[src/rtl/debug_bus_master.sv]
// debug_bus_master: register-bus initiator for the CPU debug port with setup/strobe/hold timing.
// Optional DBG_REQ wait state with 255-cycle timeout: define DEBUG_MASTER_REQ_WAIT_EN.
module debug_bus_master #(
    parameter int SETUP_CYCLES  = 2,
    parameter int STROBE_CYCLES = 4,
    parameter int HOLD_CYCLES   = 2
) (
    input  logic       CLK,
    input  logic       RESET,
    input  logic       CMD_VALID,
    output logic       CMD_READY,
    input  logic       CMD_WRITE,
    input  logic [2:0] CMD_ADDR,
    input  logic [7:0] CMD_DATA,
    output logic       RSP_VALID,
    input  logic       RSP_READY,
    output logic [7:0] RSP_DATA,
    output logic [2:0] DBG_ADDR,
    output logic [7:0] DBG_DOUT,
    input  logic [7:0] DBG_DIN,
    output logic       DBG_RDN,
    output logic       DBG_WRN,
    output logic       DBG_OE,
`ifdef DEBUG_MASTER_REQ_WAIT_EN
    input  logic       DBG_REQ,
    output logic       REQ_TIMEOUT,
`endif
    output logic       BUSY
);

    localparam logic [2:0] ST_IDLE    = 3'd0;
    localparam logic [2:0] ST_SETUP   = 3'd1;
    localparam logic [2:0] ST_STROBE  = 3'd2;
    localparam logic [2:0] ST_HOLD    = 3'd3;
    localparam logic [2:0] ST_RESP    = 3'd4;
`ifdef DEBUG_MASTER_REQ_WAIT_EN
    localparam logic [2:0] ST_WAITREQ = 3'd5;
`endif

    // A zero phase length would stall the down-counter, so it runs as one cycle.
    localparam logic [7:0] C_SETUP  = (SETUP_CYCLES == 0)  ? 8'd1 : 8'(SETUP_CYCLES);
    localparam logic [7:0] C_STROBE = (STROBE_CYCLES == 0) ? 8'd1 : 8'(STROBE_CYCLES);
    localparam logic [7:0] C_HOLD   = (HOLD_CYCLES == 0)   ? 8'd1 : 8'(HOLD_CYCLES);

    logic [2:0] r_state;
    logic [7:0] r_cnt;
    logic       r_write;
    logic [2:0] r_addr;
    logic [7:0] r_dout;
    logic       r_oe;
    logic       r_rdn;
    logic       r_wrn;
    logic       r_rsp_valid;
    logic [7:0] r_rsp_data;
    logic       r_busy;
    logic       w_last;
`ifdef DEBUG_MASTER_REQ_WAIT_EN
    logic       r_timeout;
    assign REQ_TIMEOUT = r_timeout;
`endif

    assign w_last    = (r_cnt <= 8'd1);
    assign CMD_READY = (r_state == ST_IDLE) && !RESET;
    assign RSP_VALID = r_rsp_valid;
    assign RSP_DATA  = r_rsp_data;
    assign DBG_ADDR  = r_addr;
    assign DBG_DOUT  = r_dout;
    assign DBG_RDN   = r_rdn;
    assign DBG_WRN   = r_wrn;
    assign DBG_OE    = r_oe;
    assign BUSY      = r_busy;

    always_ff @(posedge CLK) begin
        if (RESET) begin
            r_state     <= ST_IDLE;
            r_cnt       <= 8'd0;
            r_write     <= 1'b0;
            r_addr      <= 3'd0;
            r_dout      <= 8'd0;
            r_oe        <= 1'b0;
            r_rdn       <= 1'b1;
            r_wrn       <= 1'b1;
            r_rsp_valid <= 1'b0;
            r_rsp_data  <= 8'd0;
            r_busy      <= 1'b0;
`ifdef DEBUG_MASTER_REQ_WAIT_EN
            r_timeout   <= 1'b0;
`endif
        end else begin
`ifdef DEBUG_MASTER_REQ_WAIT_EN
            r_timeout <= 1'b0;
`endif
            case (r_state)
                ST_IDLE: begin
                    if (CMD_VALID) begin
                        r_write <= CMD_WRITE;
                        r_addr  <= CMD_ADDR;
                        if (CMD_WRITE) r_dout <= CMD_DATA;
                        r_oe    <= CMD_WRITE;
                        r_cnt   <= C_SETUP;
                        r_busy  <= 1'b1;
                        r_state <= ST_SETUP;
                    end
                end
                ST_SETUP: begin
                    if (w_last) begin
                        r_cnt   <= C_STROBE;
                        r_state <= ST_STROBE;
                        if (r_write) r_wrn <= 1'b0;
                        else         r_rdn <= 1'b0;
                    end else begin
                        r_cnt <= r_cnt - 8'd1;
                    end
                end
                ST_STROBE: begin
                    if (w_last) begin
                        r_wrn   <= 1'b1;
                        r_rdn   <= 1'b1;
                        if (!r_write) r_rsp_data <= DBG_DIN;
                        r_cnt   <= C_HOLD;
                        r_state <= ST_HOLD;
                    end else begin
                        r_cnt <= r_cnt - 8'd1;
                    end
                end
                ST_HOLD: begin
                    if (!w_last) begin
                        r_cnt <= r_cnt - 8'd1;
                    end else if (r_write) begin
                        r_oe <= 1'b0;
`ifdef DEBUG_MASTER_REQ_WAIT_EN
                        r_cnt   <= 8'd255;
                        r_state <= ST_WAITREQ;
`else
                        r_busy  <= 1'b0;
                        r_state <= ST_IDLE;
`endif
                    end else begin
                        r_rsp_valid <= 1'b1;
                        r_state     <= ST_RESP;
                    end
                end
                ST_RESP: begin
                    if (RSP_READY) begin
                        r_rsp_valid <= 1'b0;
                        r_busy      <= 1'b0;
                        r_state     <= ST_IDLE;
                    end
                end
`ifdef DEBUG_MASTER_REQ_WAIT_EN
                ST_WAITREQ: begin
                    if (!DBG_REQ) begin
                        r_busy  <= 1'b0;
                        r_state <= ST_IDLE;
                    end else if (w_last) begin
                        r_timeout <= 1'b1;
                        r_busy    <= 1'b0;
                        r_state   <= ST_IDLE;
                    end else begin
                        r_cnt <= r_cnt - 8'd1;
                    end
                end
`endif
                default: begin
                    r_busy  <= 1'b0;
                    r_state <= ST_IDLE;
                end
            endcase
        end
    end

endmodule

[config.mk]
export PLATFORM = sky130hd
export DESIGN_NAME = debug_bus_master
export DESIGN_NICKNAME = d
export VERILOG_FILES = /design/src/rtl/debug_bus_master.sv
export SDC_FILE = /design/constraint.sdc
export NUM_CORES = 1
export LEC_CHECK = 0
export CORE_MARGIN = 3
export CORE_UTILIZATION = 40
export CTS_CLUSTER_DIAMETER = 40
export DETAILED_ROUTE_END_ITERATION = 10
export PLACE_DENSITY = 0.69
export SLEW_MARGIN = 15
export SYNTH_ARGS = -nofsm -noshare
export SYNTH_HDL_FRONTEND = slang
export SYNTH_SLANG_ARGS = --single-unit
[constraint.sdc]
create_clock -name CLK -period 2.28 [get_ports CLK]
set_input_delay 0.456 -clock CLK [delete_from_list [all_inputs] [get_ports CLK]]
set_output_delay 0.456 -clock CLK [all_outputs]
set_load 0.05 [all_outputs]
### Word level (Yosys, flattened, before mapping)

Cells that the tools add are included.

| storage, ports and cells | value |
|---|---|
| register bits after elaboration | 36 |
| input port bits | 24 |
| output and inout port bits | 25 |
| logic and storage cells | 74 |

| cells by class | value |
|---|---|
| add/sub/neg operators | 1 |
| $lt $le $gt $ge | 1 |
| equality and inequality tests | 14 |
| mux-type cells | 27 |
| bitwise gates (word level) | 2 |
| reduce and logical (&&, ||, !) cells | 18 |

Operators with widths:

| kind | number |
|---|---|
| $mux W8 | 4 |
| $pmux W8 S4 | 1 |
| $ne A2 B2 Y1 const B | 10 |
| $mux W3 | 6 |
| $reduce_and A4 Y1 | 4 |
| $pmux W3 S5 | 1 |
| $mux W1 | 10 |
| $reduce_and A5 Y1 | 2 |
| $reduce_and A3 Y1 | 3 |
| $le A8 B1 Y1 const B | 1 |
| $pmux W1 S2 | 4 |
| $sub A8 B1 Y8 const B | 1 |
| $eq A3 B2 Y1 const B | 2 |
| $reduce_bool A2 Y1 | 3 |
| $pmux W1 S4 | 1 |
| $reduce_bool A4 Y1 | 1 |
| $eq A3 B1 Y1 const B | 1 |
| $eq A3 B3 Y1 const B | 1 |
| $logic_not A3 Y1 | 1 |
| $not A1 Y1 | 2 |
| $reduce_and A2 Y1 | 1 |
| $reduce_or A2 Y1 | 1 |
| $logic_and A1 B1 Y1 | 1 |
| $logic_not A1 Y1 | 1 |

### Logic depth before layout (Yosys ltp)

| depth | value |
|---|---|
| depth in word-level cells | 4 |
| mapped depth | 8 |
| mapped depth without buffers | 6 |

### Least setup slack after synthesis

OpenSTA, ideal clock, no wires.

| timing | value |
|---|---|
| path kind | input to output |
| start | in RESET |
| end | out CMD_READY |
| arrival | 2091 ps |
| data required time | 1824 ps |
| slack | -267 ps |
| cell stages on the path | 2 |
| path buffers | 1 |
| cells stage by stage | clkbuf_1 > nor4_1 |

| on the way | value |
|---|---|
| cells in the longest elaborated chain, start to end | 2 |

RTL lines:

| element | RTL line | source |
|---|---|---|
| from (decl) | 9 | `input logic RESET,` |
| $logic_not A1 Y1 | 63 | `assign CMD_READY = (r_state == ST_IDLE) && !RESET;` |
| $logic_and A1 B1 Y1 | 63 |  |
| to (decl) | 11 | `output logic CMD_READY,` |

Every way passes these cells.

### Final worst setup path

| timing | value |
|---|---|
| start | reg r_cnt[0] |
| end | reg r_cnt[5] |

| on the way | value |
|---|---|
| cells in the longest elaborated chain, start to end | 3 |
| elaborated cells on any way between the ends | 8 |

RTL lines:

| element | RTL line | source |
|---|---|---|
| from (decl) | 46 | `logic [7:0] r_cnt;` |
| from (signal assigned) | 112 | `r_cnt <= r_cnt - 8'd1;` |
| from (signal assigned) | 123 | `r_cnt <= r_cnt - 8'd1;` |
| from (signal assigned) | 128 | `r_cnt <= r_cnt - 8'd1;` |
| $sub A8 B1 Y8 or $le A8 B1 Y1 (tied branches) | - |  |
| $mux W8 (tied with other cells) | 127 | `if (!w_last) begin` |
| $pmux W8 S4 or $reduce_and A3 Y1 (tied branches) | - |  |

Several ways; a longest one is shown, not always the timed one. The select of a mux whose other input is x is not followed.
A chain may end at the register's enable or synchronous reset.

==> run_results.csv <==
group,metric,value,unit
hold_path,hold_class,"register to register",
yosys,synth_ff_type,"dfxtp_1",
final_layout,drive_gt1_share,11.5,%
routing,drt_wl_total,4170,um
clock_network,post_cts_buffers,0,
yosys,yosysWarningCount,0,
yosys,synth-xor-area-share,1.58,%
yosys,yosys.area_share.simple,27.5,%
sta,drv_slew,0,
floorplan,start_util,43.4,%
critical_path,cp-end-kind,"register",
critical_path,rrSetupSlack,0.26,ns
critical_path,startpoint_type,"register",
routing,route.detailed.drc,0,
yosys,ys_top_cells_by_count,"36 x dfxtp_1, 31 x a21oi_1, 24 x nand2_1, 21 x nand3_1, 10 x clkbuf_1",
placed_design,dp_cells,293,
flow_run,cap_violations,0,
global_routing,grt_pass1_wl,6920,um
floorplan,dieHeight,70.4,um
clock_network,cts_max_level,2,
floorplan,ios,49,
clock_network,insertion_delay,0.29,ns
clock_network,clkSinkCount,36,
clock_network,cts_made_buffers,5,
global_routing,track_usage,17.3,%
routing,wl_per_cell,13.9,um
placed_design,gp_congestion,0.758,
placed_design,dp_slack,0.123,ns
sta,setup_slack,0.255,ns
sta,finClkSkew,0.00613,ns
yosys,synth-compound-area-share,21.2,%
floorplan,core-area,3830,sq um
sta,whs,0.454,ns
floorplan,dieArea,4960,sq um
sta,hold_viol,0,
clock_network,cts_hold_buffers,0,
yosys,synth.yosys.seq_area_share,43.4,%
yosys,synthDistinctLibCells,42,
yosys,synth.area.top_cells,"dfxtp_1 43%, a21oi_1 9.4%, nand3_1 6.3%",
final_layout,fin_cells,301,
global_routing,grt_overflow,0,
yosys,syn_avg_cell_area,8.25,sq um
final_layout,seqCellArea,721,sq um
routing,num_vias,1632,
critical_path,timing.rr.end,"r_cnt[5]$_SDFFE_PP0P_",
yosys,syn-cell-area,1660,sq um
yosys,ys_ff_latch,36,
routing,drt.antenna.violating_nets,0,
clock_network,clk_pin_slew,0.07,ns
global_routing,grt_start_max_net_pins,28,
critical_path,cp_data_arrival_time,2.25,ns
floorplan,chipWidth,70.4,um
yosys,synthesis.nets,227,
critical_path,slowest_stage,"or4_1",
sta,worst_pin_slew,0.549,ns
sta,finalSetupViolations,0,
global_routing,grt_pass1_vias,1495,
power_and_ir_drop,p_leak,0.837,nW
clock_network,cts_root_buf,"clkbuf_8",
sta,finalCriticalPeriod,2.02,ns
clock_network,clk_path_buf_depth,2,
sta,fin_setup_tns,0,ns
floorplan,fp-row-count,22,
placed_design,portBuffers,48,
yosys,synth_edf_count,0,
global_routing,antenna_found_initial,0,
critical_path,cp_cell_sequence,"inv_1, ha_1, or2_0, and4_4, or4_1, a21oi_1",
placed_design,dpl.hpwl,2980,um
yosys,syn_inst,201,
routing,vias_per_cell,5.42,
hold_path,min_to,"DBG_RDN$_SDFFE_PP1P_",
final_layout,fillCellCount,368,
hold_path,worstHoldStart,"DBG_RDN$_SDFFE_PP1P_",
critical_path,cp_slowest_stage_delay,0.50,ns
sta,rsz0062_at_grt,"false",
power_and_ir_drop,cellPowerDensity,1290,nW/um^2
hold_path,whs_path_depth,1,
sta,slew_headroom,63.3,%
yosys,yosysTopAreaCellShare,43.4,%
clock_network,cts_tree,"done",
sta,fmax,494,MHz
final_layout,num-nets-final,278,
critical_path,reg2reg_depth,6,
yosys,synthAdderAreaFrac,1.51,%
power_and_ir_drop,ir_drop,647,uV
final_layout,final_util,60.8,%
critical_path,crit_required,2.50,ns
critical_path,crit_type,"register to register",
critical_path,crit_fanout,13,
yosys,synth_top_area_cell,"dfxtp_1",
status,status,"finished clean",
clock_network,post_cts_resized,0,
yosys,synth.area.mux_share,0,%
critical_path,crit-reg2reg-launch,"r_cnt[0]$_SDFFE_PP0P_",
sta,fin_crit_sh,88.8,%
final_layout,area_growth,40.3,%
final_layout,n_antenna_cell,0,
yosys,synth_most_common_cell,"dfxtp_1",
routing,dr.first_iter.drc_count,70,
routing,firstDrtPassIters,4,
final_layout,multiInputGateArea,872,sq um
yosys,synth_top_family_by_area,"simple AND/OR/NAND/NOR gates",
yosys,async_flop_share,0,%
==> routing by layer <==
metal	GRT usage [%]	vias to the layer above	part of all wire [%]
met5	0	-	0
met4	5.74	0	1.5
met3	5.61	5	6.1
met2	25.7	39	43
met1	23.4	754	49
li1	-	834	-
==> per-stage QoR <==
| step | power (mW) | area, sq um |
|---|---|---|
| floorplan | 2.05 | 1670 |
| global placement | 2.52 | 2230 |
| detailed placement | 2.53 | 2230 |
| CTS | 3.02 | 2330 |
| global route | 3.20 | 2330 |
| finish | 2.99 | 2330 |
==> registers in the layout, summed over array words and instances, names as in the netlist <==
name,flops
BUSY,1
DBG_ADDR,3
DBG_DOUT,8
DBG_OE,1
DBG_RDN,1
DBG_WRN,1
RSP_DATA,8
RSP_VALID,1
r_cnt,8
r_state,3
r_write,1
==> logic make-up after synthesis <==
group / count (synthesis)
simple gates: 83
xor+xnor: 3
compound gates: 58
buf+inv: 19
flops: 36
fa+ha+maj: 2
==> cells in the final DEF (no fill, tap or decap), drive strengths merged, types with 2 or more instances in the layout <==
master,n
dfxtp,36
o21ai,9
nor3,5
nand4,3
o211ai,4
buf,10
or4,5
nand2,24
a311oi,2
nor4,4
or2,4
nand3,21
clkdlybuf4s50,47
inv,6
ha,2
xor2,2
nor2,8
o31ai,4
clkbuf,7
a21o,2
a21oi,31
==> worst max-delay path, delay by kind of cell (launching register included) <==
kind | cells | cell delay, ns
simple gates | 3 | 1.10
flops | 1 | 0.41
fa+ha+maj | 1 | 0.24
compound gates | 1 | 0.15
buf+inv | 1 | 0.07
==> layout make-up <==
type,instances,share of cell area [%]
multi-input combinational,146,37.5
sequential,36,31.0
timing repair buffer,57,24.0
clock buffer,7,3.71
tap,48,2.58
inverter,6,0.968
clock inverter,1,0.323
==> report_power, final <==
group	internal [mW]	total, mW	switching [mW]
Clock	0.245	0.476	0.230
Sequential	0.769	0.919	0.150
Combinational	0.651	1.60	0.948
==> worst max path at each step <==
stage                            startpoint                     to  slack [ns]  cells after the start
floorplan           r_state[1]$_SDFFE_PP0P_              CMD_READY        0.30                      2
global route          r_cnt[0]$_SDFFE_PP0P_  r_cnt[5]$_SDFFE_PP0P_        0.12                      6
CTS                   r_cnt[0]$_SDFFE_PP0P_  r_cnt[5]$_SDFFE_PP0P_        0.27                      6
finish                r_cnt[0]$_SDFFE_PP0P_  r_cnt[5]$_SDFFE_PP0P_        0.26                      6
detailed placement                CMD_VALID  r_cnt[5]$_SDFFE_PP0P_        0.12                      5
global placement                  CMD_VALID  r_cnt[4]$_SDFFE_PP0P_        0.16                      5
No activity file was read; power rests on OpenSTA's default activity.
